`src/rtl/act_lane_pack.sv`:
```
// Packs one bf16 element per cycle into LANES-wide vector words with valid/ready handshakes.
// Lanes are flagged as subnormal when the exponent is zero and the mantissa is non-zero.
module act_lane_pack #(
  parameter int I_EXP  = 8,
  parameter int I_MNT  = 7,
  parameter int I_DATA = I_EXP + I_MNT + 1,
  parameter int LANES  = 4,
  parameter int CNT_W  = $clog2(LANES)
) (
  input  logic                    clk,
  input  logic                    rst,
  input  logic [I_DATA-1:0]       idata,
  input  logic                    idata_valid,
  input  logic                    idata_last,
  output logic                    idata_ready,
  output logic [LANES*I_DATA-1:0] odata,
  output logic [LANES-1:0]        odata_mask,
  output logic [LANES-1:0]        odata_sub,
  output logic                    odata_last,
  output logic                    odata_valid,
  input  logic                    odata_ready
);

  localparam logic [0:0] ST_FILL = 1'b0;
  localparam logic [0:0] ST_HOLD = 1'b1;

  logic [0:0]              state_reg;
  logic [I_DATA-1:0]       lane_reg [LANES];
  logic [CNT_W-1:0]        lane_cnt_reg;
  logic [LANES-1:0]        hold_mask_reg;
  logic                    hold_last_reg;

  logic [LANES*I_DATA-1:0] odata_reg;
  logic [LANES-1:0]        odata_mask_reg;
  logic [LANES-1:0]        odata_sub_reg;
  logic                    odata_last_reg;
  logic                    odata_valid_reg;

  logic                    holding;
  logic                    accept;
  logic                    xfer;
  logic                    out_free;
  logic                    complete;
  logic                    load_out;

  logic [LANES-1:0]        src_mask;
  logic [LANES-1:0]        src_sub;
  logic [LANES*I_DATA-1:0] src_data;
  logic [I_DATA-1:0]       src_elem [LANES];

  assign holding     = (state_reg == ST_HOLD);
  assign idata_ready = !rst && !holding;
  assign accept      = idata_valid && idata_ready;
  assign xfer        = odata_valid_reg && odata_ready;
  assign out_free    = !odata_valid_reg || odata_ready;
  assign complete    = accept && ((lane_cnt_reg == CNT_W'(LANES - 1)) || idata_last);
  assign load_out    = (complete && out_free) || (holding && xfer);

  // In FILL the completing element bypasses the lane registers; in HOLD it is already stored.
  generate
    for (genvar gi = 0; gi < LANES; gi++) begin : g_lane
      assign src_mask[gi] = holding ? hold_mask_reg[gi] : (CNT_W'(gi) <= lane_cnt_reg);
      assign src_elem[gi] = !src_mask[gi] ? '0 :
                            (holding || (CNT_W'(gi) < lane_cnt_reg)) ? lane_reg[gi] : idata;
      assign src_data[gi*I_DATA +: I_DATA] = src_elem[gi];
      assign src_sub[gi]  = (src_elem[gi][I_DATA-2 -: I_EXP] == '0) &&
                            (src_elem[gi][I_MNT-1:0] != '0);
    end
  endgenerate

  always_ff @(posedge clk) begin
    if (accept) begin
      lane_reg[lane_cnt_reg] <= idata;
    end
  end

  always_ff @(posedge clk) begin
    if (rst) begin
      state_reg     <= ST_FILL;
      lane_cnt_reg  <= '0;
      hold_mask_reg <= '0;
      hold_last_reg <= 1'b0;
    end else begin
      if (holding) begin
        if (xfer) begin
          state_reg    <= ST_FILL;
          lane_cnt_reg <= '0;
        end
      end else if (complete) begin
        lane_cnt_reg <= '0;
        if (!out_free) begin
          state_reg     <= ST_HOLD;
          hold_mask_reg <= src_mask;
          hold_last_reg <= idata_last;
        end
      end else if (accept) begin
        lane_cnt_reg <= lane_cnt_reg + 1'b1;
      end
    end
  end

  always_ff @(posedge clk) begin
    if (rst) begin
      odata_reg       <= '0;
      odata_mask_reg  <= '0;
      odata_sub_reg   <= '0;
      odata_last_reg  <= 1'b0;
      odata_valid_reg <= 1'b0;
    end else if (load_out) begin
      odata_reg       <= src_data;
      odata_mask_reg  <= src_mask;
      odata_sub_reg   <= src_sub;
      odata_last_reg  <= holding ? hold_last_reg : idata_last;
      odata_valid_reg <= 1'b1;
    end else if (xfer) begin
      odata_valid_reg <= 1'b0;
    end
  end

  assign odata       = odata_reg;
  assign odata_mask  = odata_mask_reg;
  assign odata_sub   = odata_sub_reg;
  assign odata_last  = odata_last_reg;
  assign odata_valid = odata_valid_reg;

endmodule

```
`config.mk`:
```
export PLATFORM = sky130hd
export DESIGN_NAME = act_lane_pack
export DESIGN_NICKNAME = d
export VERILOG_FILES = /design/src/rtl/act_lane_pack.sv
export SDC_FILE = /design/constraint.sdc
export NUM_CORES = 1
export LEC_CHECK = 0
export ABC_AREA = 1
export BUFFER_PORTS_ARGS = -buffer_cell sky130_fd_sc_hd__buf_2
export CAP_MARGIN = 20
export CORE_UTILIZATION = 55
export DETAILED_ROUTE_END_ITERATION = 6
export PLACE_DENSITY_LB_ADDON = 0.1
export RECOVER_POWER = 25
export SLEW_MARGIN = 20
export SYNTH_ARGS = -nofsm -noshare
export SYNTH_HDL_FRONTEND = slang
export SYNTH_SLANG_ARGS = --single-unit
```
`constraint.sdc`:
```
create_clock -name clk -period 2.61 [get_ports clk]
set_clock_uncertainty 0.1 [all_clocks]
set_input_delay 0.261 -clock clk [delete_from_list [all_inputs] [get_ports clk]]
set_output_delay 0.261 -clock clk [all_outputs]
set_load 0.02 [all_outputs]
```
==> results list, run 1 <==
* Tightest hold margin: 0.0435 ns
* Maximum operating frequency: 425 MHz
- Area share of the largest cell type after synthesis: 0.310
* Post-Syn Instances: 705
- Routability-driven placement finished with a final weighted congestion of 0.959.
- The signal on the critical path passes through buf_4 > buf_6 > nand2_2 > o21ai_4 > nand3_1 > nand2_1 > inv_1 > nand2_1 > nor2_1 > nor2_1 > nor2_1 > nor2_1.
* Normalized max-slew margin: 0.482
* Effective utilization at floorplan: 0.567
* Maximum buffer depth of the clock tree: 2
- Summing all multi-input logic gate instances after layout gives 0.00218 mm2.
- After synthesis the cells add up to 0.00620 mm2.
* Post-synthesis cell type with the largest combined area: sky130_fd_sc_hd__edfxtp_1
- Top-level I/O count: 96
* Hold Crit Start: idata_last
- Area overhead of the layout relative to synthesis: 19.0%
* Highest-delay cell along the critical path: sky130_fd_sc_hd__dfxtp_1
* Shortest period the worst path allows: 2.35 ns
* R2r endpoint: odata_sub[1]
* Register cell area after layout: 0.00356 mm2
* Clk root buf: sky130_fd_sc_hd__clkbuf_16
- Startpoint-to-endpoint class of the critical path: reg -> reg
- The worst setup path is launched from a flop.
- Number of stages on the worst setup path: 12
- Worst flop-to-flop path startpoint: holding
* Cell types occupying the most area after synthesis: sky130_fd_sc_hd__edfxtp_1, sky130_fd_sc_hd__dfxtp_1, sky130_fd_sc_hd__nand2_1
- After detailed placement, the design holds a cell count of 916.
* Seq cells post-synth: 146
* Drt drc: 0
- Peak supply drop: 0.581 mV
- Pin count of the biggest net entering global routing: 93
* RSZ-0062 raised after global routing: false
- Crit-path leading delay family: simple AND/OR/NAND/NOR gates
* Hold violation total from the final report: 0
* Outcome: completed
- Most common library cell in the layout ignoring fill and taps: sky130_fd_sc_hd__nand2_1
- Final setup violation count: 0
- Wire length of the first global-routing pass: 25900 um
- Dividing the final minimum period by the clock period gives 0.901.
- Core Box Area: 0.0109 mm2
- In the final layout, the share of cells above drive strength 1 is 0.163.
- Half-perimeter wire length of the detailed placement result: 11900 um
* Number of buffers inserted during clock tree synthesis: 17
* Leakage power summed over all cells: 0.00318 uW
* Critical Path AT: 2.60 ns
- Horizontal die dimension: 108 um
* Number of levels the H-tree was split into: 4
* Antenna violations before repair: 0
- The library cells used most frequently in the layout, excluding fill and tap cells, are sky130_fd_sc_hd__nand2_1, sky130_fd_sc_hd__nor2_1, sky130_fd_sc_hd__dfxtp_1.
* Floorplan row count: 38
- 0 antenna diodes ended up in the layout.
* Power density of the placed cells: 718 mW/mm2
* Net count of the mapped netlist: 730
- In this run the worst path has a maximum fanout of 28.
- Critical path endpoint category: flop
- Once the clock tree was built, the setup fixing pass inserted 0 buffers.
- In this design, the stage delay of the slowest critical-path cell is 0.47 ns.
- Number of enable flip-flop cells after synthesis: 64
* Vert. Die Dim: 108 um
* Max-cap viol count: 0
* Setup_tns: 0 ns
* Setup WS post-layout: 0.259 ns
- Synth warnings: 0
* Clock tree from TritonCTS: built
- The floorplan step defined a die boundary enclosing 0.0117 mm2.
* Worst hold path depth: 3
- First-iteration detailed-routing DRC count: 529
- In the synthesized netlist the dominant register cell turns out to be sky130_fd_sc_hd__dfxtp_1.
* Number of sinks handled by clock tree synthesis: 146
- The later pin in the worst-skew pair is clocked with a latency of 0.42 ns.
- For this run, the total global-route usage over all layers was measured as 0.304.
- Worst slack at placement: 0.239 ns
- Using the TritonRoute via totals, the vias-per-cell ratio works out to 5.52.
- Final routed wire length divided by cell count: 17.5 um
- Reg2reg setup slack: 0.26 ns
- PnR Total Power: 5290 uW
- For this run, the number of standard cells in the final layout without fillers is 955.
- The count of nets left with antenna violations once routing finished came out at 0.
- WL final: 16700 um
- Syn avg cell area: 8.80 um2
- Slew Viols, Final: 0
- CP Buf/Inv Count: 3
- STA puts the critical path data required time at 2.86 ns.
- Filler Cell Count: 932
- Portion of the post-synthesis area used by sequential elements: 0.575
- Final layout net count: 827
- Count of buffers from port buffering: 95
- The worst hold path terminates at odata_last.
* Count of cells along the worst register-to-register path: 12
* Share of async-settable or async-resettable flops after synthesis: 0
* Sum of overflow across all layers after global routing: 0
- Number of global-route vias before repair: 4780
- After synthesis, the netlist uses 29 different library cells.
- Summing over every cut layer, the via total after detailed routing is 5271.
- Most common cell on crit path: sky130_fd_sc_hd__nor2_1
- The first detailed-routing pass took 5 iterations.
- Type of the most critical hold path: in -> reg
- Worst slew pin tran: 0.777 ns
* Clk slew on worst S/H paths: 0.06 ns
[cell usage after synthesis, types with 5 or more instances]
library cell	number
sky130_fd_sc_hd__nand2_1	181
sky130_fd_sc_hd__nor2_1	101
sky130_fd_sc_hd__dfxtp_1	82
sky130_fd_sc_hd__edfxtp_1	64
sky130_fd_sc_hd__inv_1	56
sky130_fd_sc_hd__a211oi_1	45
sky130_fd_sc_hd__o21ai_0	36
sky130_fd_sc_hd__nand3_1	35
sky130_fd_sc_hd__a21oi_1	25
sky130_fd_sc_hd__buf_2	18
sky130_fd_sc_hd__clkbuf_1	10
sky130_fd_sc_hd__buf_4	8
sky130_fd_sc_hd__o211ai_1	5
[cell families (layout without fill, tap and decap cells)]
| group | count (synthesis) | count (layout) | synth area share |
|---|---|---|---|
| buffers and inverters | 101 | 211 | 0.0745 |
| AO/OA/AOI/OAI | 122 | 122 | 0.126 |
| flip-flops | 146 | 146 | 0.575 |
| adder cells (fa/ha/maj) | 4 | 4 | 0.00807 |
| AND/OR/NAND/NOR | 332 | 332 | 0.217 |
[layer usage]
| layer | wire (um) | up-vias | share of wire | track usage |
|---|---|---|---|---|
| met5 | 0 | - | 0 | 0 |
| met4 | 203 | 0 | 0.012 | 0.114 |
| met3 | 1480 | 21 | 0.089 | 0.0723 |
| met2 | 7250 | 264 | 0.43 | 0.429 |
| met1 | 7790 | 2440 | 0.47 | 0.451 |
| li1 | - | 2546 | - | - |
[per-stage QoR]
stage,area [um2],utilization
2_1_floorplan,6200,-
3_3_place_gp,6760,0.618
3_5_place_dp,6760,0.618
4_1_cts,7400,0.677
5_1_grt,7380,0.675
6_report,7380,0.675
[worst max path at each step]
stage | from | to
after floorplan | lane_cnt_reg[1] | lane_reg[0][0]
after detailed placement | holding | odata_sub[1]
after global placement | holding | odata_sub[1]
after CTS | holding | odata_sub[1]
after global routing | holding | odata_sub[1]
final | holding | odata_sub[1]
[worst register-to-register path, stage by stage, from the launching register on]
cell and delay, ns:
sky130_fd_sc_hd__dfxtp_1 0.47, sky130_fd_sc_hd__buf_4 0.29, sky130_fd_sc_hd__buf_6 0.26, sky130_fd_sc_hd__nand2_2 0.10, sky130_fd_sc_hd__o21ai_4 0.21, sky130_fd_sc_hd__nand3_1 0.30, sky130_fd_sc_hd__nand2_1 0.16, sky130_fd_sc_hd__inv_1 0.06
sky130_fd_sc_hd__nand2_1 0.06, sky130_fd_sc_hd__nor2_1 0.05, sky130_fd_sc_hd__nor2_1 0.11, sky130_fd_sc_hd__nor2_1 0.05, sky130_fd_sc_hd__nor2_1 0.07
[layout make-up]
| class | instances | share of cell area |
|---|---|---|
| Clock buffer | 30 | 0.0765 |
| Clock inverter | 2 | 0.00153 |
| Inverter | 60 | 0.0307 |
| Multi-Input combinational cell | 458 | 0.295 |
| Sequential cell | 146 | 0.483 |
| Tap cell | 140 | 0.0237 |
| Timing Repair Buffer | 119 | 0.0896 |
[power by group]
group,switching (uW),internal (uW)
Clock,881,1450
Sequential,32.9,2450
Combinational,336,138
[timing repair]
action                                  in CTS  in global routing
endpoints found under the setup margin       0                  1
hold buffers                                 7                  0
gates resized for setup                      0                  1
hold endpoints to repair                    26                  0
(Power assumes the default switching activity.)
==> inputs of run 2 (changes only) <==
--- a/config.mk
+++ b/config.mk
@@ -10,7 +10,8 @@
 export CAP_MARGIN = 20
 export CORE_UTILIZATION = 55
 export DETAILED_ROUTE_END_ITERATION = 6
-export PLACE_DENSITY_LB_ADDON = 0.1
+export GPL_ROUTABILITY_DRIVEN = 0
+export PLACE_DENSITY = 0.87
 export RECOVER_POWER = 25
 export SLEW_MARGIN = 20
 export SYNTH_ARGS = -nofsm -noshare
==> run 2 against run 1 <==
  * Sequential cell count did not move
  * Critical endpoint is now odata[28]
  * Via count rose by 4.0%
  * First-iteration DRC count rose by 63%
  * Wire length rose by 2.5%
  * Critical path depth fell by 2
  * Sequential share of layout area rose by 0.48 points
  * Setup slack got worse by 0.030 ns
  * Clock power fell by 6%
  * Utilization fell by 0.66 points
  * Register-to-register slack got worse by 0.03 ns
  * Design area fell by 0.98%
==> results list, run 2 (same netlist as run 1, synthesis figures left out) <==
- The run finished with clean final reports.
- For this run, the top clock speed supported by timing is 420 MHz.
* Horizontal die dimension: 108 um
* Critical path endpoint category: flop
* Antenna diodes: 0
- Total via count in the routed design: 5483
* Startpoint-to-endpoint class of the critical path: reg -> reg
* Pin count of the biggest net entering global routing: 75
* Shortest period the worst path allows: 2.38 ns
* Half-perimeter wire length of the detailed placement result: 11200 um
- Share of the cycle needed by the critical path after routing: 0.912
* Final routed wire length divided by cell count: 18.0 um
- In the layout the commonest cells are sky130_fd_sc_hd__nand2_1, sky130_fd_sc_hd__nor2_1, sky130_fd_sc_hd__dfxtp_1.
- Of the total power, combinational logic draws 0.092.
- Drt drc: 0
- Number of sinks handled by clock tree synthesis: 146
- Vert. Die Dim: 108 um
- Relative to the synthesized area, the layout overhead comes to 17.8%.
- For this run, the detailed router's first-pass iteration total came to 5.
- In this run the worst hold path is classified as in -> reg.
* Normalized max-slew margin: 0.464
* Number of buffers inserted during clock tree synthesis: 17
- STA puts the critical path data arrival time at 2.58 ns.
- Fill cells in the final layout number 808.
* Most common library cell in the layout ignoring fill and taps: sky130_fd_sc_hd__nand2_1
* Share of layout cells above drive strength 1: 0.166
- The number of max-slew violations in the final report is 0.
- The floorplan step defined a core boundary enclosing 0.0109 mm2.
* Vias per inst: 5.75
- The number of global-route vias before repair came to 5067.
- For the pin with the worst max-slew slack, the measured transition is 0.803 ns.
* Worst path required time: 2.81 ns
* Overall die area: 0.0117 mm2
- At the placement stage, the worst setup path has a slack of 0.328 ns.
- Relative contribution of sequential cells to total power: 0.481
- Top-level I/O count: 96
- Effective utilization at floorplan: 0.567
* Critical path peak fanout: 74
* Tightest hold margin: 0.0693 ns
* Leakage power summed over all cells: 0.00316 uW
- The hold violation count in the final report was 0.
- Final layout net count: 826
* Multi-input combinational cell area: 0.00218 mm2
* Kind of launch point of the worst setup path: flop
* Net switching power: 1270 uW
- Max-cap violations in this run came to 0.
- First-iteration detailed-routing DRC count: 862
* Internal Dissipation: 3890 uW
- For the worst-skew pair, the clock arrives at the later sink with an insertion delay of 0.42 ns.
* Sum of overflow across all layers after global routing: 0
- TritonCTS built the clock tree.
- In this run the deepest clock path goes through 2 buffers.
* Clk slew on worst S/H paths: 0.06 ns
- The first global-routing pass estimated 26500 um of wire.
- Once detail routing completed, the nets flagged for antenna violations numbered 0.
* Count of buffers from port buffering: 95
* Relative contribution of the clock network to total power: 0.426
- Power density of the placed cells: 707 mW/mm2
- Net switching share of the total power: 0.246
- Once the clock tree was built, the resizer swapped 0 gates to a different size.
- Summed over all failing endpoints, the final setup total negative slack is 0 ns.
- The floorplan has 38 rows.
- The routed design has 17100 um of wire.
* Peak supply drop: 0.450 mV
* RSZ-0062 raised after global routing: false
- Once routing completed, OpenROAD measured the worst setup slack at 0.229 ns.
* Final setup violation count: 0
* Number of levels the H-tree was split into: 4
- CTS placed an instance of sky130_fd_sc_hd__clkbuf_16 at the clock tree root.
- Global router's overall resource usage: 0.304
- Register cell area after layout: 0.00356 mm2
- Antenna violations before repair: 0
[run 2: cell count changes in the layout (fill, tap and decap cells not counted), sizes merged]
cell	delta
clkbuf	-3
dlygate4sd3	-5
buf	+4
clkinv	+2
clkinvlp	+1
[run 2: worst max-delay path, stage by stage (launching register included)]
cell                       delay, ns
sky130_fd_sc_hd__dfxtp_1        0.43
sky130_fd_sc_hd__ha_1           0.30
sky130_fd_sc_hd__inv_2          0.09
sky130_fd_sc_hd__nand2_1        0.12
sky130_fd_sc_hd__nand3_1        0.11
sky130_fd_sc_hd__nand2_1        0.11
sky130_fd_sc_hd__nand2_2        0.08
sky130_fd_sc_hd__clkinv_2       0.23
sky130_fd_sc_hd__buf_12         0.31
sky130_fd_sc_hd__nor2_1         0.07
sky130_fd_sc_hd__a211oi_1       0.27
[run 2: per-layer routing]
layer  part of all wire  up-vias  GRT usage
met2               0.45      376      0.463
met4              0.042        0      0.148
met3               0.11       69     0.0892
met1               0.40     2491      0.397
li1                   -     2547          -
met5                  0        -          0
[run 2: power by group through the flow]
stage | Combinational, uW | Sequential, uW | Clock (uW)
CTS | 466 | 2490 | 2190
floorplan | 237 | 2590 | 0
finish | 477 | 2490 | 2200
global placement | 446 | 2530 | 0
detailed placement | 456 | 2530 | 0
global route | 517 | 2490 | 2320
[run 2: area by class of cell]
cell class	instances	share of cell area
sequential	146	0.488
multi-input combinational	458	0.298
timing repair buffer	118	0.0872
clock buffer	27	0.0682
inverter	60	0.0310
tap	140	0.0240
clock inverter	5	0.00394
[run 2: timing repair]
item,4_1_cts,5_1_grt
hold endpoints to repair,8,0
endpoints found under the setup margin,0,1
hold buffers,2,0
setup buffers,0,4
[run 2: metrics by stage]
step / util / cell area, um2 / total power, uW / instances
after floorplan: - / 6200 / 2830 / 705
after global placement: 0.618 / 6760 / 2980 / 916
after detailed placement: 0.618 / 6760 / 2990 / 916
after CTS: 0.668 / 7300 / 5140 / 950
after global routing: 0.668 / 7300 / 5330 / 954
final: 0.668 / 7300 / 5170 / 954
[run 2: final timing paths]
path	start	end	cells past startpoint	slack, ns
max	lane_cnt_reg[1]	odata[28]	10	0.23
min	idata_last	odata_last	3	0.07
max reg2reg	lane_cnt_reg[1]	odata[28]	10	0.23
min reg2reg	odata_mask[3]	odata_mask[3]	2	0.36
